`src/rtl/led_sequencer_if.sv`:
```
// Board-side signal bundle for led_sequencer: raw button pins in, LED bank state out.
interface led_sequencer_if;
    logic       btn_mode;
    logic       btn_pause;
    logic [4:0] led;
    logic [1:0] mode;
    logic       running;
    logic       tick;

    // Driver of the buttons / observer of the LED bank (board or bench).
    modport master (
        output btn_mode,
        output btn_pause,
        input  led,
        input  mode,
        input  running,
        input  tick
    );

    // The sequencer itself.
    modport slave (
        input  btn_mode,
        input  btn_pause,
        output led,
        output mode,
        output running,
        output tick
    );
endinterface

```
`src/rtl/led_sequencer.sv`:
```
// led_sequencer: debounced two-button pattern controller for a five-LED bank.
// A prescaler paces the pattern; the mode button cycles COUNT/SCAN/BLINK and
// the pause button freezes or resumes the pattern and prescaler.
module led_sequencer #(
    parameter int DIV = 3000000,
    parameter int DEB = 120000
) (
    input  logic           clk,
    input  logic           rst,
    led_sequencer_if.slave bus_io
);
    localparam int DIV_W = $clog2(DIV);
    localparam int DEB_W = $clog2(DEB + 1);
    localparam logic [DIV_W-1:0] DIV_LAST = DIV_W'(DIV - 1);
    localparam logic [DEB_W-1:0] DEB_LAST = DEB_W'(DEB - 1);

    typedef enum logic [1:0] {
        COUNT = 2'd0,
        SCAN  = 2'd1,
        BLINK = 2'd2
    } mode_e;

    // Button vectors: bit 0 = mode button, bit 1 = pause button.
    logic [1:0]            raw_i;
    logic [1:0]            sync1_q;
    logic [1:0]            sync2_q;
    logic [1:0]            deb_q;
    logic [1:0]            deb_d;
    logic [1:0][DEB_W-1:0] deb_cnt_q;
    logic [1:0][DEB_W-1:0] deb_cnt_d;
    logic [1:0]            press_q;
    logic [1:0]            press_d;

    logic                  mode_press;
    logic                  pause_press;

    logic [DIV_W-1:0]      div_cnt_q;
    logic [DIV_W-1:0]      div_cnt_d;
    logic                  tick_q;
    logic                  tick_d;
    logic                  running_q;
    logic                  running_d;

    mode_e                 state_q;
    mode_e                 state_d;
    logic [4:0]            led_q;
    logic [4:0]            led_d;
    logic                  dir_up_q;
    logic                  dir_up_d;

    // Value the LED word takes whenever a mode is (re)entered.
    function automatic logic [4:0] init_led(input mode_e m);
        case (m)
            COUNT:   return 5'b00000;
            SCAN:    return 5'b00001;
            default: return 5'b11111;
        endcase
    endfunction

    // One step of the bouncing one-hot: returns {next direction, next LED word}.
    function automatic logic [5:0] scan_step(input logic [4:0] cur, input logic up);
        if (up) begin
            if (cur[4]) return {1'b0, 5'b01000};
            else        return {1'b1, cur << 1};
        end else begin
            if (cur[0]) return {1'b1, 5'b00010};
            else        return {1'b0, cur >> 1};
        end
    endfunction

    assign raw_i       = {bus_io.btn_pause, bus_io.btn_mode};
    assign mode_press  = press_q[0];
    assign pause_press = press_q[1];

    // Debounce: flip the stable level after DEB consecutive differing samples; any match restarts the count.
    always_comb begin
        deb_d     = deb_q;
        deb_cnt_d = '0;
        press_d   = '0;
        for (int b = 0; b < 2; b++) begin
            if (sync2_q[b] != deb_q[b]) begin
                if (deb_cnt_q[b] == DEB_LAST) begin
                    deb_d[b]   = sync2_q[b];
                    press_d[b] = sync2_q[b];
                end else begin
                    deb_cnt_d[b] = deb_cnt_q[b] + DEB_W'(1);
                end
            end
        end
    end

    // Two-flop synchronizers, debounce state and registered press pulses.
    always_ff @(posedge clk) begin
        if (!rst) begin
            sync1_q   <= '0;
            sync2_q   <= '0;
            deb_q     <= '0;
            deb_cnt_q <= '0;
            press_q   <= '0;
        end else begin
            sync1_q   <= raw_i;
            sync2_q   <= sync1_q;
            deb_q     <= deb_d;
            deb_cnt_q <= deb_cnt_d;
            press_q   <= press_d;
        end
    end

    // Prescaler and run flag: a mode change restarts the period and suppresses any pending tick.
    always_comb begin
        div_cnt_d = div_cnt_q;
        tick_d    = 1'b0;
        running_d = running_q ^ pause_press;
        if (mode_press) begin
            div_cnt_d = '0;
        end else if (running_q) begin
            if (div_cnt_q == DIV_LAST) begin
                tick_d    = 1'b1;
                div_cnt_d = '0;
            end else begin
                div_cnt_d = div_cnt_q + DIV_W'(1);
            end
        end
    end

    // Mode FSM next state: each mode press advances COUNT -> SCAN -> BLINK -> COUNT.
    always_comb begin
        state_d = state_q;
        if (mode_press) begin
            case (state_q)
                COUNT:   state_d = SCAN;
                SCAN:    state_d = BLINK;
                default: state_d = COUNT;
            endcase
        end
    end

    // Pattern generator: reload on mode change, otherwise advance once per tick.
    always_comb begin
        led_d    = led_q;
        dir_up_d = dir_up_q;
        if (mode_press) begin
            led_d    = init_led(state_d);
            dir_up_d = 1'b1;
        end else if (tick_q) begin
            case (state_q)
                COUNT:   led_d = led_q + 5'd1;
                SCAN:    {dir_up_d, led_d} = scan_step(led_q, dir_up_q);
                default: led_d = ~led_q;
            endcase
        end
    end

    // State register for prescaler, run flag, mode and pattern.
    always_ff @(posedge clk) begin
        if (!rst) begin
            div_cnt_q <= '0;
            tick_q    <= 1'b0;
            running_q <= 1'b1;
            state_q   <= COUNT;
            led_q     <= 5'b00000;
            dir_up_q  <= 1'b1;
        end else begin
            div_cnt_q <= div_cnt_d;
            tick_q    <= tick_d;
            running_q <= running_d;
            state_q   <= state_d;
            led_q     <= led_d;
            dir_up_q  <= dir_up_d;
        end
    end

    assign bus_io.led     = led_q;
    assign bus_io.mode    = state_q;
    assign bus_io.running = running_q;
    assign bus_io.tick    = tick_q;
endmodule

```
`src/flat_wrapper.sv`:
```
// flat-port wrapper written by rule: the top's interface ports become plain ports
module led_sequencer_flat 
#(
    parameter int DIV = 3000000,
    parameter int DEB = 120000
)
  (clk, rst, bus_io_btn_mode, bus_io_btn_pause, bus_io_led, bus_io_mode, bus_io_running, bus_io_tick);
  led_sequencer_if bus_io_i ();
  input  logic clk;
  input  logic rst;
  input wire logic [$bits(bus_io_i.btn_mode)-1:0] bus_io_btn_mode;
  input wire logic [$bits(bus_io_i.btn_pause)-1:0] bus_io_btn_pause;
  output wire logic [$bits(bus_io_i.led)-1:0] bus_io_led;
  output wire logic [$bits(bus_io_i.mode)-1:0] bus_io_mode;
  output wire logic [$bits(bus_io_i.running)-1:0] bus_io_running;
  output wire logic [$bits(bus_io_i.tick)-1:0] bus_io_tick;
  assign bus_io_i.btn_mode = bus_io_btn_mode;
  assign bus_io_i.btn_pause = bus_io_btn_pause;
  assign bus_io_led = bus_io_i.led;
  assign bus_io_mode = bus_io_i.mode;
  assign bus_io_running = bus_io_i.running;
  assign bus_io_tick = bus_io_i.tick;
  led_sequencer #(.DIV(DIV), .DEB(DEB)) u_core (.clk(clk), .rst(rst), .bus_io(bus_io_i));
endmodule
```
`config.mk`:
```
export PLATFORM = sky130hd
export DESIGN_NAME = led_sequencer_flat
export DESIGN_NICKNAME = d
export VERILOG_FILES = /design/src/rtl/led_sequencer_if.sv /design/src/rtl/led_sequencer.sv /design/src/flat_wrapper.sv
export SDC_FILE = /design/constraint.sdc
export NUM_CORES = 1
export LEC_CHECK = 0
export CORE_MARGIN = 3
export CORE_UTILIZATION = 30
export CTS_BUF_LIST = sky130_fd_sc_hd__clkbuf_8
export DETAILED_ROUTE_END_ITERATION = 12
export SYNTH_ARGS = -nofsm -noshare
export SYNTH_HDL_FRONTEND = slang
export SYNTH_SLANG_ARGS = --single-unit
```
`constraint.sdc`:
```
create_clock -name clk -period 3.4 [get_ports clk]
set_input_delay 0.68 -clock clk [delete_from_list [all_inputs] [get_ports clk]]
set_output_delay 0.68 -clock clk [all_outputs]
set_load 0.02 [all_outputs]
```
==> impl_results.md, run 1 <==
- Post-Place Cells: 534
- Clk Latency, worst-skew pair: 0.35 ns
- Via density: 5.06
- Final ANT Viol Nets: 0
- Drc violations: 0
- Final Hold Violating Endpoints: 0
- Slew @ Worst Pin: 0.592 ns
- Worst Path Class, Setup: flop to output pin
- EDFF count, synth: 0
- # diodes: 0
- RR Startpoint: u_core.bus_io.running$_SDFF_PN1_
- Mapped Avg Cell Area: 8.74 µm²
- Final Instance Count excl. Fillers: 550
- Fmax: between 400 and 500 MHz
- CTS Hold Bufs: 0
- Hold Path End: u_core.sync2_q[0]$_SDFF_PN0_
- Setup Buffers After CTS: 0
- Max VDD drop: between 200 and 250 µV
- Total routed wirelength: 6.73 mm
- Chip width: between 100 and 150 µm
- Status: completed
- Prevailing post-synth register cell: dfxtp_1
- Leak pwr: 1.23 nW
- Max Root-Sink Buffers: 2
- GRT Total Usage: 0.111
- Max cap viols: 0
- Slowest-stage cell, CP: clkdlybuf4s50_1
- Max Slew Vio Count: 0
- TritonCTS sink count: between 70 and 80
- Post-layout min period: 2.44 ns
- Critical path's top delay family: buffers and inverters
- IO Pins: 13
- R2R setup slack: 1.00 ns
- Register area share after synthesis: 0.423
- CTS tree: done
- Die Ht: 114 µm
- RSZ-0062 raised after global routing: false
- Rows: 38
- Drt first pass iters: 4
- Post-CTS Resized: 0
- Via count: ~2,800
- Pin count of the biggest net entering global routing: 18
- Tcrit/Tclk final: 0.717
- CP Cell Sequence: clkdlybuf4s50_1
- Fin Hold WS: 0.438 ns
- Setup tns final: 0 ns
- Initial antenna violation count: 0
- Wirelength per Cell: 12.2 µm
- Startpoint types: flop
- Pwr/cell area: 420 nW/µm²
- # fillers: 1,146
- Final setup fails: 0
- Number of global-route vias before repair: 2,652
- Register bit total from synthesis: 74
- WP data arrival: 1.76 ns
- Syn nets: 410
- Post-layout net count: 414
- CP required: 2.72 ns
- Slowest stage delay, CP: around 0.72 ns
- Area grow syn2layout: 12.3%
- Post-Syn Area: about 3500 µm²
- Effective utilization at floorplan: 0.315
- Num CTS Buffers: 9
- Initial DRC Count: approximately 250
- Die Area: about 13,000 µm²
- Layout cells sized above 1: 0.0634
- H-tree depth: 3
- Max FO, Critical Path: 17
- Synth unique cells: 47
- Clock transition at path regs: roughly 0.070 ns
- Final HPWL DP: 4.52 mm
- Worst reg-to-reg path cell count: 4
- Post-synth ARST share: 0
- Crit. End Element: output pin
- Core area: 11,100 µm²
- Root Driver: clkbuf_8
- Grt total ovfl: 0
- Port buffer count: 12
- Synth warn: 0
- Hold path start: u_core.sync1_q[0]$_SDFF_PN0_
- Min-Delay Path Class: flop to flop
- Skew final: ~0.012 ns
- Max-slew headroom: 0.605
- Mapped Cells: 401
- Buffer and inverter count on the worst path: 1
- FF-to-FF End: u_core.div_cnt_q[9]$_SDFFE_PP0P_
- Hold Path Stages: 1
- Placer Congestion: 0.824
- First-pass GRT wire length: 12.1 mm
-- placed cells by master (no fill, tap or decap), types with 3 or more instances in the layout --
master,netlist,layout
a31oi_1,6,6
nor4b_1,3,3
clkinvlp_4,0,3
nor2_1,58,58
clkbuf_8,0,9
xnor2_1,29,29
nor4_1,17,17
dfxtp_1,74,74
nor3_1,9,9
and4_1,6,6
and2_1,8,8
clkdlybuf4s50_1,0,12
mux2i_1,7,7
nor3b_1,3,3
o21ai_0,4,4
nand3_1,20,20
o31ai_1,4,4
nand4_1,29,29
nand2b_1,5,5
and3_1,3,3
nand2_1,22,22
a21oi_1,5,5
ha_1,5,5
xor2_1,20,20
inv_1,10,11
a21boi_0,3,3
nor2b_1,4,4
-- flip-flops by register name (all words and copies together) (netlist names), 2 cells and up --
| name | count |
|---|---|
| u_core.bus_io.led | 5 |
| u_core.bus_io.mode | 2 |
| u_core.deb_cnt_q | 34 |
| u_core.deb_q | 2 |
| u_core.div_cnt_q | 22 |
| u_core.press_q | 2 |
| u_core.sync1_q | 2 |
| u_core.sync2_q | 2 |
-- cells by family after synthesis --
| family | share of synthesized area |
|---|---|
| buffers and inverters | 0.0360 |
| muxes | 0.0200 |
| AOI/OAI and AO/OA | 0.0782 |
| xor gates and xnor gates | 0.122 |
| DFF | 0.423 |
| adders and majority gates | 0.0178 |
| and+or+nand+nor | 0.303 |
-- layer usage --
metal	part of all wire	GRT usage	routed length [µm]
met2	0.43	0.166	2870
met1	0.52	0.150	3480
met5	0	0	0
met4	0.019	0.0538	127
met3	0.037	0.0275	252
-- synth_stat cells (6+ instances only) --
master / count / share of area
a31oi_1: 6 / 0.011
dfxtp_1: 74 / 0.42
clkbuf_1: 14 / 0.015
nor4_1: 17 / 0.030
and4_1: 6 / 0.015
mux2i_1: 7 / 0.020
nor2_1: 58 / 0.062
nand3_1: 20 / 0.029
nand2_1: 22 / 0.024
and2_1: 8 / 0.014
inv_1: 10 / 0.011
xor2_1: 20 / 0.050
nor3_1: 9 / 0.013
xnor2_1: 29 / 0.072
nand4_1: 29 / 0.052
-- per-stage QoR --
step	utilization	worst slack, ns	area, µm²	power [W]
final	0.354	0.961	3940	0.00166
after global routing	0.354	0.862	3940	0.00172
after CTS	0.354	0.941	3940	0.00168
after detailed placement	0.334	1.02	3720	0.000938
after global placement	0.334	1.14	3720	0.000937
after floorplan	-	1.53	3510	0.000926
-- final cells by class --
| type | instances | area, µm² | area share |
|---|---|---|---|
| multi-input combinational | 297 | 1900 | 0.482 |
| sequential | 74 | 1480 | 0.376 |
| tap | 140 | 175 | 0.0445 |
| timing repair buffer | 13 | 128 | 0.0324 |
| clock buffer | 9 | 124 | 0.0314 |
| clock inverter | 7 | 95.1 | 0.0241 |
| inverter | 10 | 37.5 | 0.00953 |
-- worst max path at each step --
stage | to | cells past startpoint | from | slack (ns)
6_report | bus_io_tick | 1 | u_core.bus_io.tick$_SDFF_PP0_ | 0.96
2_1_floorplan | u_core.div_cnt_q[12]$_SDFFE_PP0P_ | 5 | u_core.div_cnt_q[13]$_SDFFE_PP0P_ | 1.53
3_3_place_gp | u_core.div_cnt_q[14]$_SDFFE_PP0P_ | 4 | u_core.bus_io.running$_SDFF_PN1_ | 1.14
4_1_cts | bus_io_tick | 1 | u_core.bus_io.tick$_SDFF_PP0_ | 0.94
5_1_grt | u_core.div_cnt_q[8]$_SDFFE_PP0P_ | 4 | u_core.bus_io.running$_SDFF_PN1_ | 0.86
3_5_place_dp | u_core.div_cnt_q[3]$_SDFFE_PP0P_ | 4 | u_core.bus_io.running$_SDFF_PN1_ | 1.02
-- power breakdown --
part	internal [W]	total, W	switching [W]
Combinational	0.0000153	0.0000350	0.0000197
Clock	0.000411	0.000738	0.000326
Sequential	0.000873	0.000883	0.0000100
Total	0.00130	0.00166	0.000356
Note: power is estimated with default switching activity, not from simulation.
==> inputs of run 2 (changes only) <==
- clock period: 3.4 -> 2.1 ns (I/O delays scaled with it)
==> run 2 against run 1 <==
Net effect:
- setup slack worse by 0.80 ns
- cell area increased by 3.0%
- hold slack better by 0.0093 ns
- wire length decreased by 1.8%
- sequential power rose by 61%
- die area stayed put
- clock skew shrank 0.0017 ns
- sequential share of layout area fell by 1.1 points
- largest power group unchanged
- critical path depth stayed put
- clock-buffer cell count grew 2
- highest routed layer unchanged
- final cell count up 2.2%
- power is 67% higher
==> impl_results.md, run 2 (synthesis gave the netlist of run 1 again) <==
- WP data arrival: 1.52 ns (-0.24 ns)
- CP required: 1.68 ns (-1.04 ns)
- Max VDD drop: 322 µV (+45%)
- Status: completed
- Critical path's top delay family: buffers and inverters
- TritonCTS sink count: 74 (unchanged)
- IO Pins: 13 (unchanged)
- Grt total ovfl: 0 (unchanged)
- Die Area: 13,000 µm² (unchanged)
- Wirelength per Cell: 11.8 µm (-3.9%)
- Clk Latency, worst-skew pair: 0.34 ns (about the same)
- First-pass GRT wire length: 11.7 mm (-3.4%)
- Post-layout min period: roughly 1.9 ns
- Max Slew Vio Count: 0 (unchanged)
- R2R setup slack: 0.21 ns (-0.79 ns)
- Crit. End Element: output pin
- Fmax: roughly 520 MHz
- Worst setup margin: 0.159 ns (-0.802 ns)
- Number of flip-flops under the largest register name: 34 (unchanged)
- RR Startpoint: u_core.div_cnt_q[13]$_SDFFE_PP0P_
- # diodes: 0 (unchanged)
- Final Core Density: 0.365 (+0.0108)
- Drc violations: 0 (unchanged)
- Final HPWL DP: 4.72 mm (+4.3%)
- Slowest stage delay, CP: 0.67 ns (-0.05 ns)
- Setup crit start: u_core.bus_io.led[0]$_SDFFE_PN0P_
- RSZ-0062 raised after global routing: false
- Layout cells sized above 1: 0.0924 (+0.0290)
- Slew @ Worst Pin: 0.564 ns (-0.0283 ns)
- Core area: 11,100 µm² (unchanged)
- Port buffer count: 12 (unchanged)
- Number of global-route vias before repair: 2,532 (-4.5%)
- Setup tns final: 0 ns (unchanged)
- Initial antenna violation count: 0 (unchanged)
- Initial DRC Count: 196 (-21%)
- Via density: 4.99 (-1.3%)
- Root Driver: clkbuf_8
- Clock transition at path regs: 0.08 ns (about the same)
- Worst Path Class, Setup: flop to output pin
- Placer Congestion: 0.805 (-2.4%)
- CTS Hold Bufs: 0 (unchanged)
- Drt first pass iters: 4 (unchanged)
- Pwr/cell area: 681 nW/µm² (+62%)
- Leak pwr: 1.31 nW (+6.4%)
- Min-Delay Path Class: flop to flop
- Largest Register: u_core.deb_cnt_q
- CP Cell Sequence: clkdlybuf4s50_1
- CTS tree: done
- Via count: 2,807 (+0.83%)
- Tcrit/Tclk final: 0.924
- Commonest cells after routing, fill and taps aside: 74 x dfxtp_1, 58 x nor2_1, 29 x nand4_1, 29 x xnor2_1, 22 x nand2_1
- Buffer and inverter count on the worst path: 1 (unchanged)
- Slowest-stage cell, CP: clkdlybuf4s50_1
- Startpoint types: flop
- GRT Total Usage: 0.107 (-0.00438)
- Effective utilization at floorplan: 0.315 (unchanged)
- Final setup fails: 0 (unchanged)
- Final Hold Violating Endpoints: 0 (unchanged)
- Final ANT Viol Nets: 0 (unchanged)
- Place WS: 0.231 ns (-0.786 ns)
- Max cap viols: 0 (unchanged)
- Post-CTS Resized: 0 (unchanged)
- Area grow syn2layout: 15.8%
- Post-layout net count: 426 (+2.9%)
- Hold path start: u_core.sync1_q[1]$_SDFF_PN0_
- Skew final: 0.0102 ns (-0.00168 ns)
- Setup Buffers After CTS: 0 (unchanged)
- Die Ht: 114 µm (unchanged)
- H-tree depth: 3 (unchanged)
- Max FO, Critical Path: 9 (-8)
- Pin count of the biggest net entering global routing: 18 (unchanged)
- Num CTS Buffers: 9 (unchanged)
- Max Root-Sink Buffers: 2 (unchanged)
- Chip width: 114 µm (unchanged)
- Max-slew headroom: 0.619 (+0.0136)
- Most common cell after layout, fill and taps aside: dfxtp_1
- Rows: 38 (unchanged)
- Total routed wirelength: 6.62 mm (-1.8%)
-- run 2: worst reg2reg max path, stage by stage, from the launching register on --
cell and delay (ns):
dfxtp_1 0.33, or4b_1 0.51, or4_4 0.52, nor2_1 0.29, nor4_1 0.11
-- run 2: area by class of cell --
class                           count  area [µm²]
Sequential cell                    74        1480
Tap cell                          140         175
Clock buffer                       11         151
Fill cell                        1178        7070
Inverter                           10        37.5
Multi-Input combinational cell    297        1900
Clock inverter                      5        85.1
Timing Repair Buffer               25         230
-- run 2: routing by layer --
metal | vias to the layer above | GRT usage | share of wire
met1 | 1306 | 0.155 | 0.52
met5 | - | 0 | 0
met4 | 0 | 0.0459 | 0.0073
li1 | 1461 | - | -
met3 | 5 | 0.0148 | 0.028
met2 | 35 | 0.158 | 0.45
-- run 2: power by group --
part / switching (W) / leakage, nW / internal (W)
sequential: 0.0000103 / 0.598 / 0.00141
clock: 0.000526 / 0.116 / 0.000740
combinational: 0.0000395 / 0.595 / 0.0000348
-- run 2: worst paths after layout --
kind / cells after the start / end
min reg2reg: 1 / u_core.sync2_q[1]$_SDFF_PN0_
min: 1 / u_core.sync2_q[1]$_SDFF_PN0_
max reg2reg: 4 / u_core.div_cnt_q[18]$_SDFFE_PP0P_
max: 1 / bus_io_led[0]
-- run 2: through the flow --
step | area, µm² | std cells | hold slack [ns] | total power [W]
floorplan | 3510 | 401 | 0.412 | 0.00150
global placement | 3820 | 546 | 0.419 | 0.00153
detailed placement | 3820 | 546 | 0.426 | 0.00153
CTS | 4060 | 562 | 0.448 | 0.00281
global route | 4060 | 562 | 0.473 | 0.00287
finish | 4060 | 562 | 0.447 | 0.00276
==> inputs of run 3 (changes only) <==
- GPL_ROUTABILITY_DRIVEN: unset -> 0
==> results of run 3 <==
No change in the layout: final DEF, timing and power equal those of run 2.
